$ cat config.mk
export PLATFORM = sky130hd
export DESIGN_NAME = atom_mem_arbiter
export DESIGN_NICKNAME = d
export VERILOG_FILES = /design/src/rtl/atom_mem_arbiter.sv
export SDC_FILE = /design/constraint.sdc
export NUM_CORES = 1
export LEC_CHECK = 0
export ABC_AREA = 1
export BUFFER_PORTS_ARGS = -buffer_cell sky130_fd_sc_hd__buf_2
export CORE_AREA = 2 2 106 108
export CTS_BUF_LIST = sky130_fd_sc_hd__clkbuf_8 sky130_fd_sc_hd__clkbuf_16
export DETAILED_ROUTE_END_ITERATION = 16
export DIE_AREA = 0 0 108 110
export HOLD_SLACK_MARGIN = 0.06
export PLACE_DENSITY = 0.5
export SLEW_MARGIN = 20
export SYNTH_ARGS = -nofsm -noshare
export SYNTH_HDL_FRONTEND = slang
export SYNTH_SLANG_ARGS = --single-unit
$ cat constraint.sdc
create_clock -name clk_i -period 1.2 [get_ports clk_i]
set_clock_uncertainty 0.1 [all_clocks]
set_input_delay 0.12 -clock clk_i [delete_from_list [all_inputs] [get_ports clk_i]]
set_output_delay 0.12 -clock clk_i [all_outputs]
set_load 0.02 [all_outputs]
$ cat src/rtl/atom_mem_arbiter.sv
// atom_mem_arbiter
//   2:1 arbiter that shares one memory port between the AtomRV instruction
//   fetch channel (IMEM) and the load/store channel (DMEM). Only one side is
//   granted at a time. The grant is held until the memory acks. Read data and
//   the ack go back to the granted side only. When both sides request in the
//   same idle cycle, the side that did not complete last wins (round-robin).
//
//   Optional feature macro: ARB_TIMEOUT_EN
//     When defined, a 16-bit timer aborts a grant after TIMEOUT cycles with no
//     ack. The abort returns ack with 32'hDEAD_BEEF and pulses err_o.
//     When undefined, the grant waits indefinitely and err_o is tied to 0.
//
// Ports
//   clk_i, rst_i          clock; synchronous active-low reset
//   imem_addr_i/valid_i   fetch request (held until imem_ack_o)
//   imem_data_o/ack_o     fetch read data / 1-cycle completion pulse
//   dmem_addr/data/sel/we/valid_i  load/store request (held until dmem_ack_o)
//   dmem_data_o/ack_o     load data / 1-cycle completion pulse
//   mem_addr/data/sel/we/valid_o   shared memory port request
//   mem_data_i/ack_i      shared memory port response
//   err_o                 1-cycle pulse on timeout abort
module atom_mem_arbiter #(
  parameter int unsigned ADDR_W  = 32,
  parameter int unsigned DATA_W  = 32,
  parameter int unsigned TIMEOUT = 255
) (
  input  logic                clk_i,
  input  logic                rst_i,
  input  logic [ADDR_W-1:0]   imem_addr_i,
  input  logic                imem_valid_i,
  output logic [DATA_W-1:0]   imem_data_o,
  output logic                imem_ack_o,
  input  logic [ADDR_W-1:0]   dmem_addr_i,
  input  logic [DATA_W-1:0]   dmem_data_i,
  input  logic [DATA_W/8-1:0] dmem_sel_i,
  input  logic                dmem_we_i,
  input  logic                dmem_valid_i,
  output logic [DATA_W-1:0]   dmem_data_o,
  output logic                dmem_ack_o,
  output logic [ADDR_W-1:0]   mem_addr_o,
  output logic [DATA_W-1:0]   mem_data_o,
  output logic [DATA_W/8-1:0] mem_sel_o,
  output logic                mem_we_o,
  output logic                mem_valid_o,
  input  logic [DATA_W-1:0]   mem_data_i,
  input  logic                mem_ack_i,
  output logic                err_o
);

  typedef enum logic [1:0] {ST_IDLE, ST_GNT_I, ST_GNT_D} state_t;
  typedef enum logic {SIDE_I, SIDE_D} side_t;

  localparam logic [DATA_W-1:0] ABORT_DATA = DATA_W'(32'hDEAD_BEEF);

  state_t state_q, state_d;
  side_t  last_q, last_d;

  logic gnt_i, gnt_d, granted;
  logic abort, ack_ok, done;

`ifdef ARB_TIMEOUT_EN
  logic [15:0] timer_q, timer_d;

  // The abort cycle is the first granted cycle where the timer already equals
  // TIMEOUT. mem_valid_o is low in that cycle, so an ack that arrives then is
  // not counted. An ack in the last counted cycle completes normally.
  assign abort = granted && (timer_q == 16'(TIMEOUT));
`else
  logic [15:0] unused_timeout;
  assign unused_timeout = 16'(TIMEOUT);
  assign abort          = 1'b0;
`endif

  assign gnt_i   = (state_q == ST_GNT_I);
  assign gnt_d   = (state_q == ST_GNT_D);
  assign granted = gnt_i | gnt_d;
  assign ack_ok  = granted && !abort && mem_ack_i;
  assign done    = ack_ok | abort;

  // Datapath and response routing
  always_comb begin
    mem_valid_o = 1'b0;
    mem_addr_o  = '0;
    mem_data_o  = '0;
    mem_sel_o   = '0;
    mem_we_o    = 1'b0;
    imem_ack_o  = 1'b0;
    imem_data_o = '0;
    dmem_ack_o  = 1'b0;
    dmem_data_o = '0;
    err_o       = abort;
    if (gnt_i) begin
      mem_valid_o = !abort;
      mem_addr_o  = imem_addr_i;
      mem_sel_o   = '1;
      imem_ack_o  = done;
      imem_data_o = abort ? ABORT_DATA : mem_data_i;
    end else if (gnt_d) begin
      mem_valid_o = !abort;
      mem_addr_o  = dmem_addr_i;
      mem_data_o  = dmem_data_i;
      mem_sel_o   = dmem_sel_i;
      mem_we_o    = dmem_we_i;
      dmem_ack_o  = done;
      dmem_data_o = abort ? ABORT_DATA : mem_data_i;
    end
  end

  // Next-state logic. On completion, the side that just finished is not
  // eligible, because its valid may still be high for one stale cycle. Only
  // the other side can be granted directly, and that grant has no bubble.
  always_comb begin
    state_d = state_q;
    last_d  = last_q;
`ifdef ARB_TIMEOUT_EN
    timer_d = timer_q;
`endif
    unique case (state_q)
      ST_IDLE: begin
        if (imem_valid_i && dmem_valid_i) begin
          state_d = (last_q == SIDE_I) ? ST_GNT_D : ST_GNT_I;
        end else if (imem_valid_i) begin
          state_d = ST_GNT_I;
        end else if (dmem_valid_i) begin
          state_d = ST_GNT_D;
        end
`ifdef ARB_TIMEOUT_EN
        timer_d = '0;
`endif
      end
      ST_GNT_I: begin
        if (done) begin
          last_d  = SIDE_I;
          state_d = dmem_valid_i ? ST_GNT_D : ST_IDLE;
        end
`ifdef ARB_TIMEOUT_EN
        timer_d = done ? '0 : timer_q + 16'd1;
`endif
      end
      ST_GNT_D: begin
        if (done) begin
          last_d  = SIDE_D;
          state_d = imem_valid_i ? ST_GNT_I : ST_IDLE;
        end
`ifdef ARB_TIMEOUT_EN
        timer_d = done ? '0 : timer_q + 16'd1;
`endif
      end
      default: state_d = ST_IDLE;
    endcase
  end

  always_ff @(posedge clk_i) begin
    if (!rst_i) begin
      state_q <= ST_IDLE;
      last_q  <= SIDE_I;
`ifdef ARB_TIMEOUT_EN
      timer_q <= '0;
`endif
    end else begin
      state_q <= state_d;
      last_q  <= last_d;
`ifdef ARB_TIMEOUT_EN
      timer_q <= timer_d;
`endif
    end
  end

endmodule

# Word-level counts from Yosys, hierarchy flattened
# Cells that the tools add are included.
# classes
add_sub_neg	0
multipliers	0
div	0
magnitude_cmp	0
n_eq_ne	5
shift	0
n_mux	28
bitwise	1
reduce_logical	6
# op_table
cell	count
32-bit 2-to-1 mux	7
2-bit 2-to-1 mux	7
1-bit 2-to-1 mux	10
4-bit 2-to-1 mux	2
2-bit case mux with 3 select lines	1
3-bit AND reduction	2
2-bit by 1-bit inequality test with 1-bit output, second input constant	2
4-bit inequality test, second input constant	1
2-bit by 1-bit == test with 1-bit output, second input constant	1
2-bit == test, second input constant	1
1-bit logical AND	2
2-bit logical NOT	1
1-bit case mux with 2 select lines	1
2-bit nonzero test	1
1-bit OR	1
# totals
register_bits	3
latch_bits	0
ram_bits	0
romBits	0
inputBits	138
word_cells	42
memories	0

# Longest topological paths before layout
# Gate-level depths: netlist (run 1).
# logic_depth
ltp_word	5
depth_mapped	8
depth_no_buf	8

# Worst setup path before layout (run 1)
# Ideal clock, no wire load.
# synth_timing
path_type	register to output
start	reg state_q[1]
end	out mem_data_o[11]
t_arrival_ns	1.328
setup_slack_ns	-0.348
stages_incl_launch_ff	7
n_path_buf	3
cell_sequence	dfxtp_1 inv_1 ha_1 buf_6 buf_6 buf_2 nor2_1
# synth_via
elab_chain_cells	3
elab_cells_between_ends	4
classes_between	eq/ne: 2; mux: 2
# synth_rtl
element	line	rtl
start, declared	55	state_t state_q, state_d;
start signal, assigned	161	state_q <= state_d;
2-bit == test	75	assign gnt_d = (state_q == ST_GNT_D);
32-bit 2-to-1 mux	98	end else if (gnt_d) begin
32-bit 2-to-1 mux (*)	92	if (gnt_i) begin
end, declared	41	output logic [DATA_W-1:0] mem_data_o,
# Mark *: on every way between the ends. The rest lies on a longest branch, timed or not.

# Worst setup path in the final report (run 1)
# layout_timing
start	reg state_q[1]
end	out mem_sel_o[0]
# layout_via
elab_chain_cells	3
elab_cells_between_ends	4
classes_between	eq/ne: 2; mux: 2
# layout_rtl
element	line	rtl
2-bit == test	75	
via gnt_d	58	logic gnt_i, gnt_d, granted;
4-bit 2-to-1 mux	98	
4-bit 2-to-1 mux	92	
end, declared	42	output logic [DATA_W/8-1:0] mem_sel_o,
# The timed path passes the listed nets, and every way through them passes these cells.

==> results of run 1 <==
==> worst max path at each step <==
stage | startpoint | end | slack (ns) | cells after the start
5_1_grt | state_q[1] | dmem_data_o[19] | -0.58 | 7
2_1_floorplan | state_q[0] | state_q[0] | -0.24 | 8
6_report | state_q[1] | mem_sel_o[0] | -0.52 | 8
3_3_place_gp | state_q[1] | mem_addr_o[25] | -0.30 | 7
4_1_cts | state_q[1] | mem_data_o[27] | -0.51 | 7
3_5_place_dp | state_q[1] | mem_addr_o[25] | -0.31 | 7
==> what timing repair did <==
action / 4_1_cts / 5_1_grt
cloned: 6 / 11
buffers inserted: 18 / 8
gates resized for setup: 229 / 137
pin swaps: 5 / 21
endpoints found under the setup margin: 139 / 139
==> state kept, by name (all words and copies together), names as in the netlist <==
signal   flops
last_q       1
state_q      2
==> layer usage <==
layer / part of all wire, % / vias to the layer above / global-route usage (%)
li1: - / 1734 / -
met4: 0.76 / 0 / 2.66
met2: 56 / 150 / 29.1
met1: 36 / 1598 / 16.9
met3: 6.8 / 10 / 1.82
met5: 0 / - / 0
==> worst min-delay path, cell delays in order <==
cell and delay (ns):
buf_2 0.07, inv_1 0.07, a21oi_2 0.11
==> cell usage after synthesis <==
| cell | instances | area share, % |
|---|---|---|
| nand2_1 | 177 | 39 |
| nand3_1 | 39 | 12 |
| clkbuf_1 | 4 | 0.88 |
| buf_2 | 15 | 4.4 |
| a21oi_1 | 3 | 0.88 |
| buf_6 | 10 | 6.6 |
| nand2_2 | 2 | 0.74 |
| nor2_1 | 67 | 15 |
| inv_1 | 40 | 8.8 |
| buf_4 | 2 | 0.88 |
| nand2_4 | 2 | 1.3 |
| dfxtp_1 | 3 | 3.5 |
| nand3b_1 | 1 | 0.44 |
| o21ai_0 | 1 | 0.29 |
| inv_4 | 1 | 0.37 |
| conb_1 | 1 | 0.22 |
| ha_1 | 5 | 3.7 |
| nor2_4 | 2 | 1.3 |
==> per-stage QoR <==
step / util, % / instances / hold slack [ns] / setup slack (ns) / area, um2
2_1_floorplan: - / 375 / 0.164 / -0.244 / 2240
3_3_place_gp: 35.1 / 784 / 0.301 / -0.295 / 3760
3_5_place_dp: 35.1 / 784 / 0.307 / -0.309 / 3760
4_1_cts: 45.7 / 811 / 0.0907 / -0.514 / 4880
5_1_grt: 51.9 / 826 / 0.117 / -0.582 / 5560
6_report: 51.9 / 826 / 0.0978 / -0.519 / 5560
==> power groups by stage <==
stage                     Combinational (mW)  Clock, mW  Sequential [mW]
final                                   8.74      0.290            0.181
after global routing                    9.25      0.311            0.187
after CTS                               7.53      0.299            0.168
after detailed placement                5.51          0            0.161
after global placement                  5.48          0            0.159
after floorplan                         3.94          0            0.162
==> kinds of logic after synthesis <==
kind of cell               Yosys count  share of synthesized area, %
adders and majority gates            5                          3.69
and+or+nand+nor                    290                          69.3
DFF                                  3                          3.54
other                                1                         0.221
AOI/OAI and AO/OA                    4                          1.18
buffers and inverters               72                          22.0
==> final cells by class <==
cell class	instances	share of cell area, %
repair buffers	337	53.4
flip-flops and latches	3	1.22
clock inverters	1	0.0676
repair inverters	1	0.158
clock buffers	3	0.743
well taps	140	3.15
multi-input cells	300	38.0
inverters	41	3.33
==> summary.txt, run 1 <==
Floorplanning
  – Die extent in y: 110 um
  – Die Wd: 108 um
  – Die Area: 11900 um2
  – Io pins: 275
  – Core ar.: 10700 um2
  – Row cnt: 38
  – Initial Util: 15.9%

CTS
  – Clk_lat worst skew: 0.22 ns
  – Clk buf depth: 2
  – Root Buffer: clkbuf_8
  – CTS Hold Bufs: 0
  – H-Tree Depth: 1
  – Clk sink count: 3
  – TritonCTS buffer count: 3
  – CTS tree: built
  – Worst-path clk slew: 0.03 ns

Global routing
  – Overall Global Routing Usage: 14.7%
  – First-pass GRT wire length: 14100 um
  – Largest net degree at the start of global routing: 34
  – GRT overflow: 0
  – Initial antenna violation count: 0
  – Vias in the first global route: 3029

Detailed routing
  – Total vias in the final route: 3492
  – Drt wl/cell: 14.1 um
  – Final WL: 11700 um
  – Drt pass-1 iters: 4
  – Post-route ant nets: 0
  – Residual DRC: 0
  – DRT iter0 DRCs: 147
  – Vias per inst: 4.23

Worst setup path
  – Crit end category: output pin
  – R2R depth: 9
  – WP data required: 0.98 ns
  – Cell family contributing the most delay on the critical path: buffers and inverters
  – Worst Path Buf+Inv: 5
  – Reg2reg setup slack: -0.36 ns
  – Setup crit start kind: flip-flop
  – Slowest-stage cell, CP: dfxtp_4
  – Crit path top cell by count: buf_6
  – RR Startpoint: state_q[1]
  – Setup CP Type: reg -> out
  – Largest stage delay, worst path: 0.35 ns
  – Crit path cell chain: buf_6 > ha_4 > buf_6 > clkbuf_16 > buf_8 > nand2_4 > nand2_4 > buf_6
  – Reg-to-Reg End: state_q[0]
  – Worst Path Arrival: 1.50 ns
  – CP Max Fanout: 4

Min path
  – Hold Path Origin: rst_i
  – Worst Hold End: state_q[0]
  – Hold path depth: 3
  – Min-Delay Path Class: in -> reg

Yosys
  – Sequential share of the synthesized area: 3.54%
  – Synthesized area: 1700 um2
  – Syn Nets: 518
  – Count of warnings emitted by yosys: 0
  – Syn avg cell area: 4.52 um2
  – Flops & latches, synth: 3
  – Post-synth cell types: 18
  – Post-Syn Instances: 375

Pwr
  – NetSw: 4.60 mW
  – Sw frac: 49.9%
  – Pwr Total: 9.21 mW
  – Flop pwr share: 2.0%
  – Combinational share of power: 94.9%
  – Clock Power Share: 3.2%
  – Power Internal: 4.61 mW
  – Leak: 3.04 nW
  – Worst VDD drop: 1010 uV
  – Pwr dens: 1660 nW/um2

Finish
  – Most frequent cells in the layout: 150 x buf_2, 100 x buf_6, 83 x nand2_1, 68 x nand2_2, 56 x buf_4
  – Fillers: 998
  – Flip-flop and latch area: 67.6 um2
  – Share of layout cells above drive strength 1: 80.3%
  – Commonest non-fill, non-tap cell in the layout: buf_2
  – Area Overhead vs Synth: 227%
  – Diode count: 0
  – Multi-input gate area: 2110 um2
  – Fin nets: 830

Timing
  – Final Hold Vio Count: 0
  – Max-slew violations: 0
  – Tcrit/Tclk final: 143%
  – Fmax: 582 MHz
  – Fin crit period: 1.72 ns
  – Unrepaired setup endpoints after global routing: true
  – Setup ws final: -0.519 ns
  – Setup TNS: -62.18 ns
  – Final setup fails: 139

Place
  – Placer congestion estimate: 0.862
  – DP Wirelength: 6980 um
  – Input/output buffers: 273

Status
  – Failing checks: negative setup slack
  – Status: finished, violations left

Job
  – Total of max-cap violations: 0
Note: power is estimated with default switching activity, not from simulation.
==> run 2: changes to the inputs <==
--- a/config.mk
+++ b/config.mk
@@ -7,12 +7,15 @@
 export LEC_CHECK = 0
 export ABC_AREA = 1
 export BUFFER_PORTS_ARGS = -buffer_cell sky130_fd_sc_hd__buf_2
-export CORE_AREA = 2 2 106 108
+export CELL_PAD_IN_SITES_DETAIL_PLACEMENT = 2
+export CELL_PAD_IN_SITES_GLOBAL_PLACEMENT = 2
+export CORE_ASPECT_RATIO = 1.1
+export CORE_UTILIZATION = 10
 export CTS_BUF_LIST = sky130_fd_sc_hd__clkbuf_8 sky130_fd_sc_hd__clkbuf_16
 export DETAILED_ROUTE_END_ITERATION = 16
-export DIE_AREA = 0 0 108 110
 export HOLD_SLACK_MARGIN = 0.06
-export PLACE_DENSITY = 0.5
+export PLACE_DENSITY_LB_ADDON = 0.08
+export SKIP_CTS_REPAIR_TIMING = 1
 export SLEW_MARGIN = 20
 export SYNTH_ARGS = -nofsm -noshare
 export SYNTH_HDL_FRONTEND = slang
==> run 2 against run 1 <==
The run still ends with negative setup slack left. Count of clock-buffer cells in the layout unchanged. Clock power up 89%. Final area down 15%. Global-route usage down 1.7 points. Critical path depth down 1. Register-to-register slack worse by 0.06 ns. Critical path type unchanged. Critical endpoint is now dmem_data_o[9].
==> summary.txt, run 2 (same netlist as run 1, synthesis figures left out) <==
Finish
  – Commonest non-fill, non-tap cell in the layout: buf_2
  – Util after Layout: 28.6% (-23 points)
  – Fillers: 1997 (+100%)
  – Multi-input gate area: 1940 um2 (-8.0%)
  – Largest Register: state_q
  – Final Instance Area: 4720 um2 (-15%)
  – Max reg flops: 2 (unchanged)
  – Final cell count without fillers: 863 (+4.5%)
  – Fin nets: 802 (-3.4%)
  – Area Overhead vs Synth: 178%
  – Flip-flop and latch area: 62.6 um2 (-7.4%)
  – Biggest regs: state_q: 2 flops, last_q: 1 flops
  – Share of layout cells above drive strength 1: 72.8% (-7.5 points)
  – Most frequent cells in the layout: 199 x buf_2, 117 x nand2_1, 51 x buf_4, 47 x nor2_4, 46 x nand2_2

Job
  – Total of max-cap violations: 0 (unchanged)

Worst setup path
  – Setup crit start kind: flip-flop
  – WP data required: 0.98 ns (about the same)
  – Crit end category: output pin
  – Cell family contributing the most delay on the critical path: buffers and inverters
  – R2R depth: 10 (+1)
  – Worst Path Buf+Inv: 5 (unchanged)
  – Crit path top cell by count: buf_4
  – Setup CP Type: reg -> out
  – Largest stage delay, worst path: 0.35 ns (about the same)
  – CP Depth: 7 (-1)
  – Worst Path Arrival: 1.55 ns (+0.05 ns)
  – CP Max Fanout: 9 (+5)
  – Crit path cell chain: inv_2 > buf_4 > ha_4 > buf_6 > buf_12 > nor2_1 > buf_4
  – Slowest-stage cell, CP: dfxtp_2

CTS
  – Clk_lat worst skew: 0.23 ns (about the same)
  – Worst-path clk slew: 0.03 ns (about the same)
  – Clk buf depth: 2 (unchanged)
  – TritonCTS buffer count: 3 (unchanged)
  – CTS tree: built
  – Root Buffer: clkbuf_16
  – H-Tree Depth: 1 (unchanged)
  – Clk sink count: 3 (unchanged)

Timing
  – Unrepaired setup endpoints after global routing: true
  – Final setup fails: 139 (unchanged)
  – Final Hold Vio Count: 0 (unchanged)
  – Tcrit/Tclk final: 147% (+4.0 points)
  – Max-slew violations: 0 (unchanged)
  – Fin crit period: 1.77 ns (+0.0481 ns)
  – Fmax: 566 MHz (-2.7%)
  – Setup ws final: -0.567 ns (-0.0481 ns)

Pwr
  – Worst VDD drop: 436 uV (-57%)
  – Pwr Total: 7.69 mW (-17%)
  – Leak: 2.65 nW (-13%)
  – Pwr dens: 1630 nW/um2 (-1.8%)

Place
  – DP Wirelength: 10200 um (+46%)
  – Placer congestion estimate: 0.725 (-16%)
  – DP Worst Slack: -0.442 ns (-0.134 ns)
  – Dpl cells: 846 (+7.9%)
  – Placed Area: 3810 um2 (+1.4%)
  – Input/output buffers: 273 (unchanged)

Floorplanning
  – Die Area: 17500 um2 (+47%)
  – Core ar.: 16500 um2 (+54%)
  – Initial Util: 10.3% (-5.6 points)
  – Row cnt: 49 (+29%)
  – Die extent in y: 139 um (+26%)
  – Die Wd: 126 um (+17%)
  – Io pins: 275 (unchanged)

Global routing
  – Vias in the first global route: 3546 (+17%)
  – Largest net degree at the start of global routing: 40 (+18%)
  – M1 GR Usage: 13.0% (-3.8 points)
  – GRT overflow: 0 (unchanged)
  – Overall Global Routing Usage: 12.9% (-1.7 points)
  – Busiest grt layer: met2
  – First-pass GRT wire length: 18000 um (+28%)
  – Met3 usage: 2.47% (+0.65 points)
  – Met2 Resource Use GR: 26.6% (-2.5 points)
  – Initial antenna violation count: 1 (+1)

Detailed routing
  – Post-route ant nets: 0 (unchanged)
  – Vias per inst: 3.98 (-5.8%)
  – Total vias in the final route: 3436 (-1.6%)
  – DRT iter0 DRCs: 46 (-69%)
  – Drt pass-1 iters: 3 (-1)
  – Drt wl/cell: 14.9 um (+5.1%)
  – Residual DRC: 0 (unchanged)
  – Final WL: 12800 um (+9.8%)

Min path
  – Min-Delay Path Class: in -> reg
  – Hold path depth: 3 (unchanged)

Status
  – Failing checks: negative setup slack
  – Status: finished, violations left
## run 2: cell types whose count changed in the layout (fill, tap and decap cells not counted), moves of 5 or more
cell     change
nor2_2       -8
nand2_1     +34
nand3_1     +11
nand3_2     -11
nor2_4      +10
buf_6       -57
buf_4        -5
nand2_4     -12
buf_12       -7
buf_2       +49
nand2_2     -22
## run 2: final timing paths
path	start	to	slack (ns)
hold reg to reg	state_q[1]	state_q[1]	0.41
hold / removal	rst_i	state_q[1]	0.09
setup reg to reg	state_q[1]	state_q[0]	-0.42
setup / recovery	state_q[1]	dmem_data_o[9]	-0.57
## run 2: layout make-up
cell class	count	area share, %
Timing Repair Buffer	310	47.0
Multi-Input combinational cell	300	41.1
Tap cell	204	5.40
Inverter	41	3.52
Clock buffer	3	1.59
Sequential cell	3	1.32
Clock inverter	1	0.0794
Antenna cell	1	0.0530
## run 2: layer usage
metal | vias up | wire length [um] | share of wire, %
li1 | 1669 | - | -
met3 | 7 | 850 | 6.6
met1 | 1610 | 4360 | 34
met4 | 0 | 98 | 0.76
met5 | - | 0 | 0
met2 | 150 | 7520 | 59
## run 2: tightest hold or removal path: cells and delay by family
kind,cells,cell delay [ns]
compound gates,1,0.11
buf+inv,2,0.16
## run 2: power by group
| part | internal [mW] | switching (mW) |
|---|---|---|
| sequential | 0.132 | 0.0292 |
| clock | 0.432 | 0.115 |
| combinational | 2.91 | 4.06 |
## run 2: per-stage QoR
stage	setup TNS (ns)	hold slack (ns)
2_1_floorplan	-19.24	0.164
3_3_place_gp	-41.27	0.319
3_5_place_dp	-45.35	0.338
4_1_cts	-80.05	0.100
5_1_grt	-77.32	0.117
6_report	-68.88	0.0899
==> run 3: changes to the inputs <==
--- a/config.mk
+++ b/config.mk
@@ -5,7 +5,6 @@
 export SDC_FILE = /design/constraint.sdc
 export NUM_CORES = 1
 export LEC_CHECK = 0
-export ABC_AREA = 1
 export BUFFER_PORTS_ARGS = -buffer_cell sky130_fd_sc_hd__buf_2
 export CELL_PAD_IN_SITES_DETAIL_PLACEMENT = 2
 export CELL_PAD_IN_SITES_GLOBAL_PLACEMENT = 2
==> run 3 against run 2 <==
The flow still finishes with violations (negative setup slack). Setup slack barely moved. Largest power group unchanged. Critical endpoint is now dmem_data_o[25]. Routed wire length fell by 13%. Highest routed layer unchanged. Sequential power rose by 37%. Sequential share of layout area rose by 0.23 points. Combinational power rose by 23%. Critical path depth rose by 1. Synthesized area fell by 23%. Power rose by 22%.
==> summary.txt, run 3 <==
Yosys
  – Most common library cells after synthesis: 100 x and2_1, 32 x a22o_1, 8 x clkbuf_1
  – Count of warnings emitted by yosys: 0 (unchanged)
  – Number of synthesized flops with an enable pin: 0 (unchanged)
  – Post-synth cell types: 29 (+11)
  – Yosys top cell by area: and2_1
  – Async SR Flop Fraction: 0% (unchanged)
  – Syn avg cell area: 7.01 um2 (+55%)
  – Ranking of synthesized cells by area: and2_1 48%, a22o_1 21%, ha_1 4.8%
  – Post-Syn Instances: 186 (-50%)
  – Most frequent cell after synthesis: and2_1
  – Top_reg_cell synth: dfxtp_1
  – Synthesized area: 1300 um2 (-23%)
  – Top-area cell type share of the netlist area: 48.0% (+8.8 points)
  – Flops & latches, synth: 3 (unchanged)
  – Sequential share of the synthesized area: 4.61% (+1.1 points)
  – Syn Nets: 329 (-36%)

Place
  – Placer congestion estimate: 0.757 (+4.4%)
  – DP Worst Slack: -0.495 ns (-0.0527 ns)
  – DP Wirelength: 9010 um (-12%)
  – Input/output buffers: 273 (unchanged)
  – Dpl cells: 608 (-28%)
  – Placed Area: 3410 um2 (-11%)

Timing
  – Max-slew violations: 0 (unchanged)
  – Fin crit period: 1.77 ns (-0.0000680 ns)
  – Setup ws final: -0.567 ns (+0.0000680 ns)
  – Hold WS: 0.0904 ns (+0.000580 ns)
  – Unrepaired setup endpoints after global routing: true
  – Fmax: 566 MHz (about the same)
  – Final setup fails: 139 (unchanged)
  – Final Hold Vio Count: 0 (unchanged)
  – Tcrit/Tclk final: 147% (about the same)

Pwr
  – Clock Power Share: 5.7% (-1.4 points)
  – Sw frac: 45.5% (-9.2 points)
  – Pwr dens: 2150 nW/um2 (+32%)
  – Flop pwr share: 2.4% (+0.3 points)
  – Combinational share of power: 92.0% (+1.2 points)
  – Worst VDD drop: 757 uV (+74%)
  – Power Internal: 5.10 mW (+47%)
  – NetSw: 4.26 mW (+1.3%)
  – Leak: 2.43 nW (-8.5%)

Finish
  – Final cell count without fillers: 632 (-27%)
  – Max reg flops: 2 (unchanged)
  – Commonest non-fill, non-tap cell in the layout: buf_2
  – Biggest regs: state_q: 2 flops, last_q: 1 flops
  – Fillers: 1427 (-29%)
  – Fin nets: 618 (-23%)
  – Final Instance Area: 4360 um2 (-7.8%)
  – Most frequent cells in the layout: 177 x buf_2, 87 x and2_4, 79 x buf_6, 32 x buf_4, 25 x a22o_4
  – Area Overhead vs Synth: 234%
  – Largest Register: state_q
  – Share of layout cells above drive strength 1: 95.1% (+22 points)

Worst setup path
  – Worst setup path endpoint: dmem_data_o[25]
  – Reg2reg setup slack: -0.56 ns (-0.14 ns)
  – Setup crit start kind: flip-flop
  – Crit path cell chain: inv_4 > ha_4 > inv_4 > nor2_4 > buf_6 > clkbuf_16 > and2_4 > clkbuf_4
  – RR Startpoint: state_q[0]
  – Worst Path Arrival: 1.55 ns (about the same)
  – CP Depth: 8 (+1)
  – Crit path top cell by count: inv_4
  – Cell family contributing the most delay on the critical path: buffers and inverters
  – Crit end category: output pin
  – R2R depth: 6 (-4)
  – Slowest-stage cell, CP: dfxtp_4
  – Setup CP Type: reg -> out
  – Largest stage delay, worst path: 0.36 ns (about the same)
  – CP Max Fanout: 14 (+5)
  – Reg-to-Reg End: state_q[0]
  – WP data required: 0.98 ns (about the same)
  – Critical Path Source: state_q[0]
  – Worst Path Buf+Inv: 5 (unchanged)

Min path
  – Min-Delay Path Class: in -> reg
  – Hold Path Origin: rst_i

Floorplanning
  – Row cnt: 43 (-12%)
  – Core ar.: 12600 um2 (-23%)
  – Die Wd: 111 um (-12%)
  – Die extent in y: 122 um (-12%)
  – Initial Util: 10.3% (+0.024 points)
  – Die Area: 13500 um2 (-23%)
  – Io pins: 275 (unchanged)

CTS
  – Worst-path clk slew: 0.03 ns (about the same)
  – Root Buffer: clkbuf_16
  – Clk buf depth: 2 (unchanged)
  – H-Tree Depth: 1 (unchanged)
  – TritonCTS buffer count: 3 (unchanged)
  – Clk_lat worst skew: 0.23 ns (about the same)
  – CTS tree: built
  – Clk sink count: 3 (unchanged)

Detailed routing
  – Drt pass-1 iters: 4 (+1)
  – Residual DRC: 0 (unchanged)
  – DRT iter0 DRCs: 47 (+2.2%)
  – Total vias in the final route: 2561 (-25%)
  – Drt wl/cell: 17.7 um (+19%)
  – Vias per inst: 4.05 (+1.8%)
  – Final WL: 11200 um (-13%)
  – Post-route ant nets: 0 (unchanged)

Global routing
  – First-pass GRT wire length: 14900 um (-17%)
  – Largest net degree at the start of global routing: 55 (+38%)
  – Overall Global Routing Usage: 14.1% (+1.2 points)
  – GRT overflow: 0 (unchanged)
  – Initial antenna violation count: 1 (unchanged)
  – Vias in the first global route: 2486 (-30%)

Status
  – Failing checks: negative setup slack
  – Status: finished, violations left

Job
  – Total of max-cap violations: 0 (unchanged)
==> run 3: cell types whose count changed in the layout (fill, tap and decap cells not counted), sizes merged, moves of 2 or more <==
| cell | before | now |
|---|---|---|
| nand3 | 39 | 0 |
| nor2 | 69 | 2 |
| buf | 304 | 295 |
| inv | 41 | 5 |
| a21oi | 3 | 1 |
| o31ai | 0 | 2 |
| and2 | 0 | 100 |
| a22o | 0 | 32 |
| a21o | 0 | 4 |
| nand2 | 181 | 2 |
| nor2b | 0 | 2 |
==> run 3: stage by stage <==
stage / power, mW / TNS, ns / util [%]
after global routing: 9.87 / -78.12 / 34.5
after CTS: 7.57 / -76.86 / 27.6
after floorplan: 5.12 / -19.63 / -
after detailed placement: 6.99 / -43.98 / 26.9
after global placement: 6.95 / -41.74 / 26.9
final: 9.36 / -70.98 / 34.5
==> run 3: per-layer routing <==
| metal | track usage, % | vias up | wire length (um) |
|---|---|---|---|
| met5 | 0 | - | 0 |
| met4 | 1.92 | 0 | 87 |
| met3 | 3.53 | 6 | 889 |
| met2 | 28.3 | 181 | 6210 |
| met1 | 15.1 | 1175 | 4030 |
| li1 | - | 1199 | - |
==> run 3: cell families (layout without fill, tap and decap cells) <==
logic type	Yosys count	count (layout)	synth area share [%]
buffers and inverters	22	310	7.39
adder cells (fa/ha/maj)	5	5	4.80
AND/OR/NAND/NOR	112	112	54.5
other	1	2	0.288
AO/OA/AOI/OAI	42	42	27.6
multiplexers	1	1	0.768
flip-flops	3	3	4.61
==> run 3: cell type report <==
| type | instances | area, um2 | area share, % |
|---|---|---|---|
| Timing Repair Buffer | 302 | 2290 | 52.6 |
| Multi-Input combinational cell | 161 | 1700 | 39.0 |
| Tap cell | 157 | 196 | 4.51 |
| Clock buffer | 3 | 75.1 | 1.72 |
| Sequential cell | 3 | 67.6 | 1.55 |
| Inverter | 4 | 22.5 | 0.517 |
| Clock inverter | 1 | 3.75 | 0.0862 |
| Antenna cell | 1 | 2.50 | 0.0574 |
==> run 3: worst min-delay path by stage <==
stage	end	depth (start not counted)
global placement	last_q	2
floorplan	last_q	1
CTS	last_q	2
global route	state_q[1]	3
finish	state_q[1]	3
detailed placement	last_q	2
==> run 3: power groups by stage <==
stage / Clock, mW / Combinational [mW] / Sequential [mW]
after global routing: 0.554 / 9.09 / 0.227
after CTS: 0.538 / 6.80 / 0.226
after detailed placement: 0 / 6.76 / 0.227
after floorplan: 0 / 4.90 / 0.212
after global placement: 0 / 6.73 / 0.223
final: 0.532 / 8.61 / 0.221
==> run 3: worst register-to-register path, cell delays in order, from the launching register on <==
cell and delay, ns:
dfxtp_4 0.38, inv_4 0.05, buf_6 0.11, ha_4 0.29, a21boi_4 0.07, or3_4 0.42
o31ai_4 0.26
